File: config.mk
export PLATFORM = sky130hd
export DESIGN_NAME = fnd_scan_ctrl
export DESIGN_NICKNAME = d
export VERILOG_FILES = /design/src/rtl/fnd_pkg.sv /design/src/rtl/fnd_scan_ctrl_prescaler.sv /design/src/rtl/fnd_scan_ctrl.sv
export SDC_FILE = /design/constraint.sdc
export NUM_CORES = 1
export LEC_CHECK = 0
export CAP_MARGIN = 20
export CORE_MARGIN = 8
export CORE_UTILIZATION = 52
export DETAILED_ROUTE_END_ITERATION = 6
export PLACE_DENSITY_LB_ADDON = 0.12
export SETUP_SLACK_MARGIN = 0.1
export SLEW_MARGIN = 15
export SYNTH_ARGS = -nofsm -noshare
export SYNTH_HDL_FRONTEND = slang
export SYNTH_SLANG_ARGS = --single-unit
File: constraint.sdc
create_clock -name clk -period 3.18 [get_ports clk]
set_clock_uncertainty 0.2 [all_clocks]
set_input_delay 0.954 -clock clk [delete_from_list [all_inputs] [get_ports clk]]
set_output_delay 0.954 -clock clk [all_outputs]
set_load 0.02 [all_outputs]
File: src/rtl/fnd_pkg.sv
// Shared constants and helpers for the 4-digit FND scan path.
package fnd_pkg;

    localparam int FND_DIGITS = 4;
    localparam int PLACE_W    = 2;
    localparam int VAL_W      = 9;

    localparam logic [FND_DIGITS-1:0] COM_OFF = 4'b1111;

    // Decimal weight of each digit place, one bit wider than the value so
    // that 1000 fits and comparisons against a zero-extended value are exact.
    localparam logic [VAL_W:0] POW10 [FND_DIGITS] = '{10'd1, 10'd10, 10'd100, 10'd1000};

    typedef logic [PLACE_W-1:0] place_t;

    // A place above the ones digit is a leading zero when the value has no
    // nonzero digit at or above that place, i.e. value < 10^place.
    function automatic logic place_blanked(input logic [VAL_W-1:0] value, input place_t place);
        if (place == '0) begin
            return 1'b0;
        end
        return ({1'b0, value} < POW10[place]);
    endfunction

endpackage

File: src/rtl/fnd_scan_ctrl_prescaler.sv
// Slot prescaler: counts SCAN_DIV enabled cycles and flags the last one.
module scan_prescaler #(
    parameter int SCAN_DIV = 100000
) (
    input  logic                        clk,
    input  logic                        rst,
    input  logic                        en,
    output logic [$clog2(SCAN_DIV)-1:0] cnt,
    output logic                        tick
);

    localparam int CNT_W = $clog2(SCAN_DIV);
    localparam logic [CNT_W-1:0] CNT_LAST = CNT_W'(SCAN_DIV - 1);

    logic [CNT_W-1:0] cnt_q;
    logic [CNT_W-1:0] cnt_d;

    // Next count: advance while enabled, wrap after the last cycle of a slot, hold otherwise.
    always_comb begin
        cnt_d = cnt_q;
        if (en) begin
            cnt_d = (cnt_q == CNT_LAST) ? '0 : cnt_q + 1'b1;
        end
    end

    // Count register, cleared immediately by reset.
    always_ff @(posedge clk or posedge rst) begin
        if (rst) begin
            cnt_q <= '0;
        end else begin
            cnt_q <= cnt_d;
        end
    end

    assign cnt  = cnt_q;
    assign tick = en && (cnt_q == CNT_LAST);

endmodule

File: src/rtl/fnd_scan_ctrl.sv
// FND scan controller: place counter, frame-coherent value latch and
// active-low digit commons with dead time and leading-zero blanking.
module fnd_scan_ctrl
    import fnd_pkg::*;
#(
    parameter int SCAN_DIV = 100000,
    parameter int DEAD_CYC = 16,
    parameter int LZ_BLANK = 1
) (
    input  logic             clk,
    input  logic             rst,
    input  logic             en,
    input  logic [VAL_W-1:0] value_in,
    output logic [VAL_W-1:0] value_out,
    output logic [1:0]       sel_place,
    output logic [3:0]       fnd_com,
    output logic             frame_done
);

    localparam int CNT_W = $clog2(SCAN_DIV);
    localparam logic [CNT_W-1:0] DEAD_LAST = CNT_W'(DEAD_CYC);

    logic [CNT_W-1:0] cnt;
    logic             tick;

    place_t           place_q;
    place_t           place_d;
    logic [VAL_W-1:0] value_q;
    logic [VAL_W-1:0] value_d;
    logic             frame_done_q;
    logic             frame_done_d;
    logic             blanked;

    scan_prescaler #(
        .SCAN_DIV(SCAN_DIV)
    ) u_prescaler (
        .clk (clk),
        .rst (rst),
        .en  (en),
        .cnt (cnt),
        .tick(tick)
    );

    // Next place/value/pulse: step the place on each slot tick; the wrap from
    // the thousands place back to ones closes a frame and latches the new value.
    always_comb begin
        place_d      = place_q;
        value_d      = value_q;
        frame_done_d = 1'b0;
        if (tick) begin
            place_d = place_q + 2'd1;
            if (place_q == 2'd3) begin
                value_d      = value_in;
                frame_done_d = 1'b1;
            end
        end
    end

    // Scan state registers, returned to place 0 / value 0 immediately by reset.
    always_ff @(posedge clk or posedge rst) begin
        if (rst) begin
            place_q      <= '0;
            value_q      <= '0;
            frame_done_q <= 1'b0;
        end else begin
            place_q      <= place_d;
            value_q      <= value_d;
            frame_done_q <= frame_done_d;
        end
    end

    // Commons are driven only outside the dead window of an enabled, non-blanked slot.
    always_comb begin
        blanked = (LZ_BLANK != 0) && place_blanked(value_q, place_q);
        fnd_com = COM_OFF;
        if (en && (cnt >= DEAD_LAST) && !blanked) begin
            fnd_com = ~(4'b0001 << place_q);
        end
    end

    assign value_out  = value_q;
    assign sel_place  = place_q;
    assign frame_done = frame_done_q;

endmodule

---- Word-level counts from Yosys, hierarchy flattened ----
Cells that the tools add are included.
W data, S select, Z words.
storage, ports and cells
  register bits after elaboration ......... 29
  latch bits .............................. 0
  RAM bits ................................ 0
  ROM bits ................................ 0
  bits of input ports ..................... 12
  output and inout port bits .............. 16
  logic and storage cells ................. 30
  memories kept ........................... 0
cells by class
  add/subtract/negate cells ............... 2
  multiply operators ...................... 0
  div/mod/pow operators ................... 0
  magnitude comparators ................... 3
  equal/unequal tests ..................... 2
  shift-type cells ........................ 1
  muxes and demuxes ....................... 10
  bitwise gates (word level) .............. 2
  reduce and logical (&&, ||, !) cells .... 6
operators with widths
  cell                     number
  $bmux W10 S2             1
  $mux W10                 2
  $add A17 B1 Y17 const B  1
  $eq A17 B17 Y1 const B   1
  $ge A17 B5 Y1 const B    1
  $mux W17                 1
  $lt A9 B10 Y1            1
  $mux W1                  5
  $mux W4                  1
  $not A4 Y4               1
  $shl A1 B2 Y4 const A    1
  $ge A3 B3 Y1 const B     1
  $logic_and A1 B1 Y1      3
  $not A2 Y3               1
  $add A2 B1 Y2 const B    1
  $eq A2 B2 Y1 const B     1
  $logic_not A2 Y1         1
  $reduce_and A2 Y1        1
  $logic_not A1 Y1         1

---- Depth between registers and ports, before layout ----
  depth in word-level cells ............... 9
  mapped depth ............................ 8
  gate-level depth less buffers ........... 8

---- Hierarchy ----
A second synthesis with hierarchy kept.
unflattened totals
  cell total of the unflattened synthesis .. 143
  area total of the unflattened synthesis .. 1,560.2 µm²
by module, submodules not included
  module          times used  cells each  area an instance (µm²)  sequential area each (µm²)
  scan_prescaler  1           80          850.8                   425.4
  fnd_scan_ctrl   1           63          709.4                   300.3

---- Worst setup path after synthesis ----
No wires, ideal clock.
  kind .................................... flip-flop to output port
  start ................................... register place_q[0] (netlist: sel_place[0])
  end ..................................... output port fnd_com[1]
  data arrival time ....................... 1.977 ns
  data required time ...................... 2.026 ns
  setup slack ............................. 0.049 ns
  stages on the path, launching flop included .. 8
  buffers on the path ..................... 0
  cells stage by stage .................... dfrtp_1 > ha_1 > inv_1 > ha_1 > a211o_1 > a21oi_1 > o31ai_1 > o211ai_1
on the way
  word-level cells in the longest chain between the ends .. 9
  elaborated cells on any way between the ends .. 13
  classes of those cells .................. order compare: 1; shift: 1; mux: 6; bitwise: 2; reduce/logical: 3
ends and longest elaborated chain
  item                                         RTL line             RTL
  from (decl)                                  fnd_scan_ctrl.sv:26  place_t place_q;
  from (signal assigned)                       fnd_scan_ctrl.sv:66  place_q <= place_d;
  $not A2 Y3 (implied by the code)             fnd_pkg.sv:22        return ({1'b0, value} < POW10[place]);
  $bmux W10 S2                                 fnd_pkg.sv:22
  $mux W10 (implied by the code) (2 in a row)  fnd_pkg.sv:22
  $lt A9 B10 Y1                                fnd_pkg.sv:22
  $mux W1                                      fnd_pkg.sv:22
  $logic_not A1 Y1                             fnd_scan_ctrl.sv:76  if (en && (cnt >= DEAD_LAST) && !blanked) begin
  $logic_and A1 B1 Y1                          fnd_scan_ctrl.sv:76
  $mux W4 *                                    fnd_scan_ctrl.sv:76
  to (decl)                                    fnd_scan_ctrl.sv:16  output logic [3:0] fnd_com,
Every way passes the cells marked *; elsewhere a longest branch is shown, timed or not. The select of a mux whose other input is x is not followed.

---- Worst setup path in the final report ----
  start ................................... register place_q[1] (netlist: sel_place[1])
  end ..................................... output port fnd_com[1]
The elaborated chain is that of the path after synthesis.

==> results.cfg <==
[layout]
post_route_cells_drive_above_1_share_pct = 32.99
fillers = 210
layout.cells.most_common_list = dfrtp_1 (27), clkdlybuf4s50_1 (22), buf_4 (19), nor2_1 (17)
final_cells = 230
fin_nets = 220
n_antenna_cell = 0
area_delta_synth_final_pct = 42.95
final_common_cell = dfrtp_1

[critical_path]
worst_path_largest_cell_delay_ns = 0.41
r2r-end = value_out[2]$_DFFE_PP0P_
cp-end-kind = output pin
cp.arrival_ns = 2.05
critPathMaxFanout = 3
r2r-start = u_prescaler.cnt[13]$_DFFE_PP0P_
ff2ff_path_depth = 5
cpMaxStageDelayCell = dfrtp_2
cp_top_family = compound AO/OA/AOI/OAI gates
worstSetupStartpointType = flip-flop
regToRegSetupSlack_ns = 1.03
path_common_cell = buf_6
path_class = flip-flop to output pin
worstPathCellList = buf_6, inv_4, buf_6, ha_4, a211o_1, a21oi_2, o31ai_2, o211ai_1, buf_4
cp.required_ns = 2.03
cp_num_buf_inv = 4

[route]
drt-total-wl_mm = 3.637
viasPerCell = 5.443
dr.pass1.iters = 4
vias = 1252
final_antenna_net_count = 0
drt_iter0_markers = 38
drc = 0
wl_per_cell_um = 15.81

[power_and_ir_drop]
vdd_drop_max_mv = 0.3628
power_density_mw_per_mm2 = 423.7
total_power_uw = 945.7
power_frac_seq_pct = 50.7
p_int_uw = 676.3
p_switching_uw = 269.4
cellLeakagePower_uw = 0.001037
power_frac_comb_pct = 15.6
clkPwrFrac_pct = 33.7
swShare_pct = 28.48

[timing]
post-route-min-period_ns = 3.204
fmax_mhz = 312.1
fin_crit_sh_pct = 100.7
drv_slew = 0
hold_viol = 0
finalSetupViolations = 2
setup_ws_ns = -0.02373
worst_slew_pin_slew_ns = 0.4526
max-slew-margin-rel_pct = 69.60
rsz0062_at_grt = yes

[synth]
synth_edf_count = 0
ys.flop_type = dfrtp_1
ys_async_sr_fraction_pct = 100.0
synth_top_area_share_pct = 46.47
syn_avg_cell_area_um2 = 10.84
ys_ff_latch = 29
syn-cell-area_mm2 = 0.001561
synth.area.top_cells = dfrtp_1 (46%), ha_1 (9.6%), mux2_2 (7.2%), xnor2_1 (5.6%), nor2_1 (4.1%)
yosysTopAreaCell = dfrtp_1
synthCells = 144
ys_warn_count = 0
syn-num-nets = 168
seq_area_frac_synth_pct = 46.47
yosysUniqueCellTypes = 29

[floorplan]
dieArea_mm2 = 0.005013
dieHeight_um = 70.80
core_mm2 = 0.002953
io_pins = 28
fp.dieW_um = 70.80
initial_core_util_pct = 52.88
std_cell_rows = 20

[clock_tree]
cts_tree = done
clkLatencyLatePin_ns = 0.34
cts_buffer_depth = 2
cts_num_sinks = 29
cts_buffers = 5
cts_root_buffer = clkbuf_4
cts.clk_slew.worst_paths_ns = 0.10
h-tree-depth = 2

[placement]
dpl.hpwl_mm = 2.615
io_buffers = 27
routabilityCongestion = 0.8622
dp.cells = 220
place_ws_ns = -0.4564

[worst_hold_path]
hold_start = u_prescaler.cnt[14]$_DFFE_PP0P_
worstHoldPathCells = 1
hold_end = u_prescaler.cnt[14]$_DFFE_PP0P_
worstHoldPathType = flip-flop to flip-flop

[global_route]
grt_pass1_wl_mm = 6.106
grt_antenna_before_repair = 0
grt_max_degree = 30
overflow = 0
grt_use_total_pct = 15.30
grt_pass1_vias = 1314

[status]
violations = setup timing
status = finished with violations

[run]
maxCapViolCount = 0
==> timing repair <==
item                       4_1_cts  5_1_grt
pin swaps                        9        1
setup endpoints to repair        4        2
gates cloned                     0        0
hold buffers                     0        0
gates resized for setup         44        1
setup buffers                    2        0
==> state kept, by name, indices dropped and copies added, names as in the netlist <==
| name | cells |
|---|---|
| frame_done | 1 |
| u_prescaler.cnt | 17 |
| sel_place | 2 |
| value_out | 9 |
==> final cells by class <==
cell class	instances	area (um2)	share of cell area, %
multi-input combinational	102	915.9	41.03
sequential	29	728.2	32.62
timing repair buffer	47	415.4	18.61
clock buffer	7	55.05	2.466
inverter	11	46.29	2.074
tap	33	41.29	1.850
clock inverter	1	30.03	1.345
==> how the worst max path moves through the flow <==
stage | startpoint | to | slack, ns | depth (start not counted)
finish | sel_place[1]$_DFFE_PP0P_ | fnd_com[1] | -0.02 | 9
global route | sel_place[0]$_DFFE_PP0P_ | fnd_com[1] | -0.14 | 8
CTS | sel_place[1]$_DFFE_PP0P_ | fnd_com[1] | -0.02 | 9
detailed placement | en | fnd_com[1] | -0.46 | 6
global placement | en | fnd_com[1] | -0.45 | 6
floorplan | sel_place[0]$_DFFE_PP0P_ | fnd_com[1] | 0.11 | 7
==> through the flow <==
step	TNS (ns)	cell area (um2)	hold slack, ns	utilization (%)
floorplan	0	1564	0.2602	-
global placement	-1.720	2001	0.2813	67.75
detailed placement	-1.725	2001	0.2956	67.75
CTS	-0.03775	2225	0.3084	75.34
global route	-0.2431	2232	0.3181	75.59
finish	-0.03904	2232	0.3043	75.59
==> synthesized netlist by cell type, drive strengths merged (3+ instances only) <==
cell   number
and3        5
nor4        5
mux2       10
xnor2      10
a21oi       4
inv        11
nor2       17
ha         12
nand3       8
xor2        5
dfrtp      29
nand4       3
nand2       6
nor3        5
==> per-layer routing <==
metal	global-route usage (%)	wire length, um	up-vias	part of all wire [%]
met2	26.36	1860	35	51
met3	5.226	175	8	4.8
met5	0	0	-	0
met1	16.68	1542	608	42
li1	-	-	601	-
met4	6.467	58	0	1.6
==> worst register-to-register path: stages (launching register included) <==
cell     delay, ns
dfrtp_1       0.42
nor3_1        0.42
nand4_2       0.23
nor3_4        0.19
buf_4         0.21
mux2_2        0.36
==> logic make-up after synthesis <==
family                     count (synthesis)  share of synthesized area [%]
AOI/OAI and AO/OA                         10                          4.407
xor gates and xnor gates                  15                          8.413
adders and majority gates                 12                          9.615
buffers and inverters                     13                          3.285
DFF                                       29                          46.47
muxes                                     12                          8.494
and+or+nand+nor                           53                          19.31
==> power by group through the flow <==
| stage | logic [uW] | registers [uW] | clock network, uW |
|---|---|---|---|
| floorplan | 105 | 469 | 0 |
| global placement | 138 | 479 | 0 |
| detailed placement | 146 | 485 | 0 |
| CTS | 149 | 477 | 323 |
| global route | 166 | 484 | 334 |
| finish | 148 | 480 | 319 |
Power figures use the tool's default switching activity.
